--- config.mk ---
export PLATFORM = sky130hd
export DESIGN_NAME = bullet_hit_scheduler
export DESIGN_NICKNAME = d
export VERILOG_FILES = /design/src/rtl/bullet_pkg.sv /design/src/rtl/hit_box_cmp.sv /design/src/rtl/bullet_hit_scheduler.sv
export SDC_FILE = /design/constraint.sdc
export NUM_CORES = 1
export LEC_CHECK = 0
export BUFFER_PORTS_ARGS = -buffer_cell sky130_fd_sc_hd__buf_2
export CAP_MARGIN = 0
export CORE_MARGIN = 10
export CORE_UTILIZATION = 44
export DETAILED_ROUTE_END_ITERATION = 7
export GPL_ROUTABILITY_DRIVEN = 1
export PLACE_DENSITY = 0.78
export SLEW_MARGIN = 20
export SYNTH_ARGS = -nofsm -noshare
export SYNTH_HDL_FRONTEND = slang
export SYNTH_SLANG_ARGS = --single-unit
--- constraint.sdc ---
create_clock -name clk -period 3.3 [get_ports clk]
set_clock_uncertainty 0.1 [all_clocks]
set_input_delay 0.495 -clock clk [delete_from_list [all_inputs] [get_ports clk]]
set_output_delay 0.495 -clock clk [all_outputs]
set_load 0.05 [all_outputs]
--- src/rtl/bullet_pkg.sv ---
// Shared types and constants for the enemy-bullet hit scheduling logic.
package bullet_pkg;

    localparam int unsigned COORD_W = 10;
    // One extra bit so coordinate + window extent never overflows.
    localparam int unsigned CMP_W   = 11;

    localparam int unsigned DEF_X_LO = 10;
    localparam int unsigned DEF_X_HI = 50;
    localparam int unsigned DEF_Y_LO = 50;
    localparam int unsigned DEF_Y_HI = 40;

    typedef enum logic [1:0] {
        StIdle,
        StScan,
        StApply
    } state_e;

endpackage

--- src/rtl/hit_box_cmp.sv ---
// Registered single-stage hit-box comparator; result appears one cycle after presentation.
module hit_box_cmp
    import bullet_pkg::*;
#(
    parameter int unsigned X_LO  = DEF_X_LO,
    parameter int unsigned X_HI  = DEF_X_HI,
    parameter int unsigned Y_LO  = DEF_Y_LO,
    parameter int unsigned Y_HI  = DEF_Y_HI,
    parameter int unsigned IDX_W = 3
) (
    input  logic               clk,
    input  logic               rst,
    input  logic [COORD_W-1:0] px,
    input  logic [COORD_W-1:0] py,
    input  logic [COORD_W-1:0] ex,
    input  logic [COORD_W-1:0] ey,
    input  logic               valid_in,
    input  logic [IDX_W-1:0]   idx_in,
    output logic               hit_q,
    output logic               valid_q,
    output logic [IDX_W-1:0]   idx_q
);

    logic [CMP_W-1:0] px_w, py_w, ex_w, ey_w;
    logic             hit_d;

    // Window test with the extents added on the side that cannot underflow.
    always_comb begin
        px_w  = {1'b0, px};
        py_w  = {1'b0, py};
        ex_w  = {1'b0, ex};
        ey_w  = {1'b0, ey};
        hit_d = (px_w + CMP_W'(X_LO) >= ex_w) && (px_w < ex_w + CMP_W'(X_HI)) &&
                (py_w + CMP_W'(Y_LO) >= ey_w) && (py_w < ey_w + CMP_W'(Y_HI));
    end

    // Result register.
    always_ff @(posedge clk) begin
        if (!rst) begin
            hit_q   <= 1'b0;
            valid_q <= 1'b0;
            idx_q   <= '0;
        end else begin
            hit_q   <= valid_in && hit_d;
            valid_q <= valid_in;
            idx_q   <= idx_in;
        end
    end

endmodule

--- src/rtl/bullet_hit_scheduler.sv ---
// Frame-paced scan of enemy bullets against the player through one shared comparator.
module bullet_hit_scheduler
    import bullet_pkg::*;
#(
    parameter int unsigned N_EB          = 8,
    parameter int unsigned HP_INIT       = 3,
    parameter int unsigned IFRAME_FRAMES = 30,
    parameter int unsigned X_LO          = DEF_X_LO,
    parameter int unsigned X_HI          = DEF_X_HI,
    parameter int unsigned Y_LO          = DEF_Y_LO,
    parameter int unsigned Y_HI          = DEF_Y_HI
) (
    input  logic                    clk,
    input  logic                    rst,
    input  logic                    frame_tick,
    input  logic [COORD_W-1:0]      p_x,
    input  logic [COORD_W-1:0]      p_y,
    input  logic                    my_en,
    input  logic [COORD_W*N_EB-1:0] eb_x_flat,
    input  logic [COORD_W*N_EB-1:0] eb_y_flat,
    input  logic [N_EB-1:0]         eb_en,
    output logic [N_EB-1:0]         eb_clr,
    output logic [3:0]              present_health,
    output logic                    hit_pulse,
    output logic                    boom,
    output logic                    scan_busy,
    output logic                    frame_overrun
);

    localparam int unsigned IDX_W = $clog2(N_EB);
    // Counter reaches N_EB for the pipeline drain cycle.
    localparam int unsigned CNT_W = $clog2(N_EB + 1);

    state_e             state_q, state_d;
    logic [CNT_W-1:0]   idx_q;
    logic [COORD_W-1:0] px_q, py_q;
    logic               my_en_q;
    logic               hit_any_q;
    logic [3:0]         health_q;
    logic [7:0]         iframe_q;
    logic               hit_pulse_q;
    logic               boom_q;
    logic               overrun_q;

    logic               cmp_valid;
    logic [IDX_W-1:0]   cmp_idx;
    logic [COORD_W-1:0] ex_arr [N_EB];
    logic [COORD_W-1:0] ey_arr [N_EB];
    logic               res_hit, res_valid;
    logic [IDX_W-1:0]   res_idx;
    logic               clr_any;

    // State register.
    always_ff @(posedge clk) begin
        if (!rst) state_q <= StIdle;
        else      state_q <= state_d;
    end

    // Next-state logic.
    always_comb begin
        state_d = state_q;
        unique case (state_q)
            StIdle:  if (frame_tick) state_d = StScan;
            StScan:  if (idx_q == CNT_W'(N_EB)) state_d = StApply;
            StApply: state_d = StIdle;
            default: state_d = StIdle;
        endcase
    end

    // FSM outputs: busy flag and the slot presented to the comparator.
    always_comb begin
        scan_busy = (state_q == StScan);
        cmp_valid = (state_q == StScan) && (idx_q < CNT_W'(N_EB));
        cmp_idx   = cmp_valid ? IDX_W'(idx_q) : '0;
    end

    // Unpack the flat bullet buses into per-slot coordinates.
    always_comb begin
        for (int i = 0; i < N_EB; i++) begin
            ex_arr[i] = eb_x_flat[COORD_W*i +: COORD_W];
            ey_arr[i] = eb_y_flat[COORD_W*i +: COORD_W];
        end
    end

    hit_box_cmp #(
        .X_LO  (X_LO),
        .X_HI  (X_HI),
        .Y_LO  (Y_LO),
        .Y_HI  (Y_HI),
        .IDX_W (IDX_W)
    ) u_cmp (
        .clk      (clk),
        .rst      (rst),
        .px       (px_q),
        .py       (py_q),
        .ex       (ex_arr[cmp_idx]),
        .ey       (ey_arr[cmp_idx]),
        .valid_in (cmp_valid),
        .idx_in   (cmp_idx),
        .hit_q    (res_hit),
        .valid_q  (res_valid),
        .idx_q    (res_idx)
    );

    // Clear decode for the slot whose result is on the comparator output.
    always_comb begin
        eb_clr = '0;
        if (rst && res_valid && res_hit && eb_en[res_idx] && my_en_q && (health_q != 4'd0)) begin
            eb_clr[res_idx] = 1'b1;
        end
        clr_any = |eb_clr;
    end

    // Frame datapath: latching, scan index, damage, invulnerability and sticky flags.
    always_ff @(posedge clk) begin
        if (!rst) begin
            idx_q       <= '0;
            px_q        <= '0;
            py_q        <= '0;
            my_en_q     <= 1'b0;
            hit_any_q   <= 1'b0;
            health_q    <= 4'(HP_INIT);
            iframe_q    <= '0;
            hit_pulse_q <= 1'b0;
            boom_q      <= 1'b0;
            overrun_q   <= 1'b0;
        end else begin
            hit_pulse_q <= 1'b0;
            boom_q      <= boom_q | (health_q == 4'd0);
            // A tick is only accepted from idle; anything else is an overrun.
            if (frame_tick && (state_q != StIdle)) overrun_q <= 1'b1;
            unique case (state_q)
                StIdle: begin
                    if (frame_tick) begin
                        px_q      <= p_x;
                        py_q      <= p_y;
                        my_en_q   <= my_en;
                        hit_any_q <= 1'b0;
                        idx_q     <= '0;
                        if (iframe_q != 8'd0) iframe_q <= iframe_q - 8'd1;
                    end
                end
                StScan: begin
                    if (idx_q != CNT_W'(N_EB)) idx_q <= idx_q + CNT_W'(1);
                    if (clr_any) hit_any_q <= 1'b1;
                end
                StApply: begin
                    if (hit_any_q && (iframe_q == 8'd0) && (health_q != 4'd0)) begin
                        health_q    <= health_q - 4'd1;
                        hit_pulse_q <= 1'b1;
                        iframe_q    <= 8'(IFRAME_FRAMES);
                    end
                end
                default: ;
            endcase
        end
    end

    assign present_health = health_q;
    assign hit_pulse      = hit_pulse_q;
    assign boom           = boom_q;
    assign frame_overrun  = overrun_q;

endmodule

==> out/results.txt <==
Syn Inst Count: 637
Clk Latency, worst-skew pair: 0.29 ns
std cell rows: 38
max-cap viol count: 0
die width: 124 um
Worst Tran Pin Value: 0.507 ns
DP HPWL: 14200 um
clock share of power: 18.3%
f_max: 0.296 GHz
Main synth FF type: dfxtp_1
Async S/R FF share, synth: 0%
# nets final: 1115
number of global-route vias before repair: 5435
Yosys reg bits: 48
Int Pwr: 1.27 mW
PwrDens: 295 mW/mm^2
Syn Nets: 876
Sw Ratio: 35.0%
Most Crowded Layer GR: met2
WL/cell: 17.1 um
gpl congestion: 0.866
grt ovf: 0
CTS Buffer Depth: 2
slowest CP cell: dfxtp_4
dominant cell type by area after synthesis: dfxtp_1
core area: 0.0107 mm^2
post-synth top area share: 20.0%
RSZ-0062 raised after global routing: yes
CP most frequent cell: o21ai_1
share of cells above drive strength 1: 36.3%
failing checks: setup timing
Hold Crit Class: in2reg
largest net degree at the start of global routing: 35
Synth Area in Compound Gates: 23.2%
clk slew on worst S/H paths: 0.09 ns
met3 GRT Util: 3.79%
CP top delay family: compound AO/OA/AOI/OAI gates
CP Max Fanout: 8
Root Driver: clkbuf_8
final setup vio count: 1
final worst slack: -0.0767 ns
drt first pass iters: 5
adder and majority gate portion of the synthesized area: 12.3%
Routed WL: 17500 um
Via Count: 5662
Slew HR: 66.1%
most common cell in the netlist: nand2_1
Num Clock Sinks: 48
Synth cell types: 65
Mapped Area: 0.00479 mm^2
hold slack: 0.333 ns
final worst path period share: 102%
# IOs: 208
GR Util met2: 35.0%
EDFF count, synth: 0
DP Area: 0.00632 mm^2
top cell types by occurrence after synthesis: 105 x nand2_1, 48 x a21oi_1, 48 x dfxtp_1
Design Power: 1.95 mW
Tmin final: 3.38 ns
Synth area leaders: dfxtp_1 20%, ha_1 12%, nand2_1 8.2%
switching pwr: 0.685 mW
Iteration-0 DRC Markers: 463
Comb pwr share: 45.5%
maximum vdd drop: 274 uV
worst path cell trace: nor4bb_4, buf_6, bufbuf_16, nand2_1, nand3_1, a31oi_2, o21ai_1, nor3b_2, xor2_1, ha_1, a211o_1, a21oi_1, o21ai_1, a31o_2, a221oi_2
outcome: finished with violations
number of port buffers: 207
Initial Utilization: 44.6%
mean post-synth cell area: 7.53 um^2
total CTS buffers: 5
placed instance count: 1000
Post-DRT Antenna Nets: 0
CP Launch Type: register
first-pass GRT wire length: 27600 um
leakage: 3.13 nW
Tot GR Track Use: 20.8%
die height: 124 um
critical path class: reg2reg
crit path buf inv count: 2
type of destination of the critical path: register
max-slew violations: 0
initial antenna violation count: 4
fraction of synthesized cell area in xor and xnor cells: 6.94%
Post-Synth Simple-Gate Area: 23.3%
grt met1 use: 26.2%
Largest stage delay, worst path: 0.39 ns
multiplexer share of the synthesized area: 7.72%
sequential share of power: 36.2%
Final Instance Count excl. Fillers: 1019
Arr. time, crit path: 3.49 ns
final count of hold timing violations: 0
largest family of logic cells by synthesized area: simple AND/OR/NAND/NOR gates
yosys warns: 0
DRC errors left: 0
final instance area: 0.00662 mm^2
full die area: 0.0155 mm^2
synthesis-to-finish area growth: 38.0%
Via density: 5.56
CP required: 3.41 ns
CTS tree: done
CTS H-tree lvls: 2
Seq/Total Area, Yosys: 20.0%
fin util: 61.6%
[worst register-to-register path: stages (launching register included)]
cell       delay (ns)
dfxtp_4          0.39
nor4bb_4         0.29
buf_6            0.17
bufbuf_16        0.26
nand2_1          0.05
nand3_1          0.09
a31oi_2          0.14
o21ai_1          0.21
nor3b_2          0.23
xor2_1           0.18
ha_1             0.27
a211o_1          0.30
a21oi_1          0.12
o21ai_1          0.08
a31o_2           0.21
a221oi_2         0.22
[registers in the layout, summed over array words and instances, names as in the netlist, 2 cells and up]
signal          flops
idx_q               4
iframe_q            8
present_health      4
px_q               10
py_q               10
state_q             2
u_cmp.idx_q         3
[final timing paths]
path / from / to / slack, ns / cells after the start
hold / removal: p_y[0] / py_q[0] / 0.33 / 3
setup reg to reg: idx_q[3] / u_cmp.hit_q / -0.08 / 15
hold reg to reg: frame_overrun / frame_overrun / 0.35 / 2
setup / recovery: idx_q[3] / u_cmp.hit_q / -0.08 / 15
[power by group through the flow]
stage / Sequential (mW) / Clock (mW) / Combinational [mW]
after floorplan: 0.703 / 0 / 0.572
after global placement: 0.716 / 0 / 0.842
after detailed placement: 0.720 / 0 / 0.863
after CTS: 0.706 / 0.368 / 0.882
after global routing: 0.717 / 0.392 / 1.01
final: 0.707 / 0.357 / 0.890
[cells in the final DEF (no fill, tap or decap), drive strengths merged, types with 3 or more instances in the layout]
master / netlist / final
nor3: 16 / 16
nand4: 5 / 5
a21o: 8 / 8
nor3b: 6 / 6
and3: 4 / 4
a2111oi: 3 / 3
xor2: 14 / 14
ha: 47 / 47
nand4bb: 3 / 3
nor2: 41 / 41
o21a: 7 / 7
clkbuf: 19 / 7
nor4: 3 / 3
a221oi: 17 / 17
nand3: 21 / 21
or3: 6 / 6
o21ai: 15 / 15
a211oi: 16 / 16
inv: 26 / 26
dfxtp: 48 / 48
mux2: 6 / 6
xnor2: 24 / 24
nor2b: 9 / 9
nand2: 105 / 105
nand2b: 8 / 8
mux2i: 28 / 28
a31oi: 16 / 16
buf: 24 / 274
o211ai: 9 / 9
o221ai: 4 / 4
a21oi: 48 / 48
[cells by family after synthesis]
| logic type | count (synthesis) |
|---|---|
| and+or+nand+nor | 237 |
| xor gates and xnor gates | 38 |
| adders and majority gates | 47 |
| AOI/OAI and AO/OA | 162 |
| buffers and inverters | 70 |
| muxes | 35 |
| DFF | 48 |
[metrics by stage]
stage	setup TNS, ns	worst slack (ns)
detailed placement	-0.0935	-0.0935
global route	-0.266	-0.266
floorplan	0	0.000580
finish	-0.0767	-0.0767
global placement	0	0.0134
CTS	0	0.00189
[area by class of cell]
cell class              instances  area, um^2
fillers                       979        4130
inverters                      27         101
repair buffers                275        1630
flip-flops and latches         48         977
well taps                     140         175
clock inverters                 1        7.51
clock buffers                   7        86.3
multi-input cells             519        3640
diodes                          2        5.00
[metal layers]
layer  vias up  wire [um]  share of wire, %
li1       2785          -                 -
met1      2584       7330                42
met2       259       8280                47
met3        34       1400               8.0
met4         0        456               2.6
met5         -          0                 0
[repair_timing]
action	in CTS	in global routing
gates cloned	1	0
pin swaps	2	9
hold buffers	0	0
resized for setup	13	14
setup endpoints to repair	1	2
buffers inserted	8	0
Power figures use the tool's default switching activity.
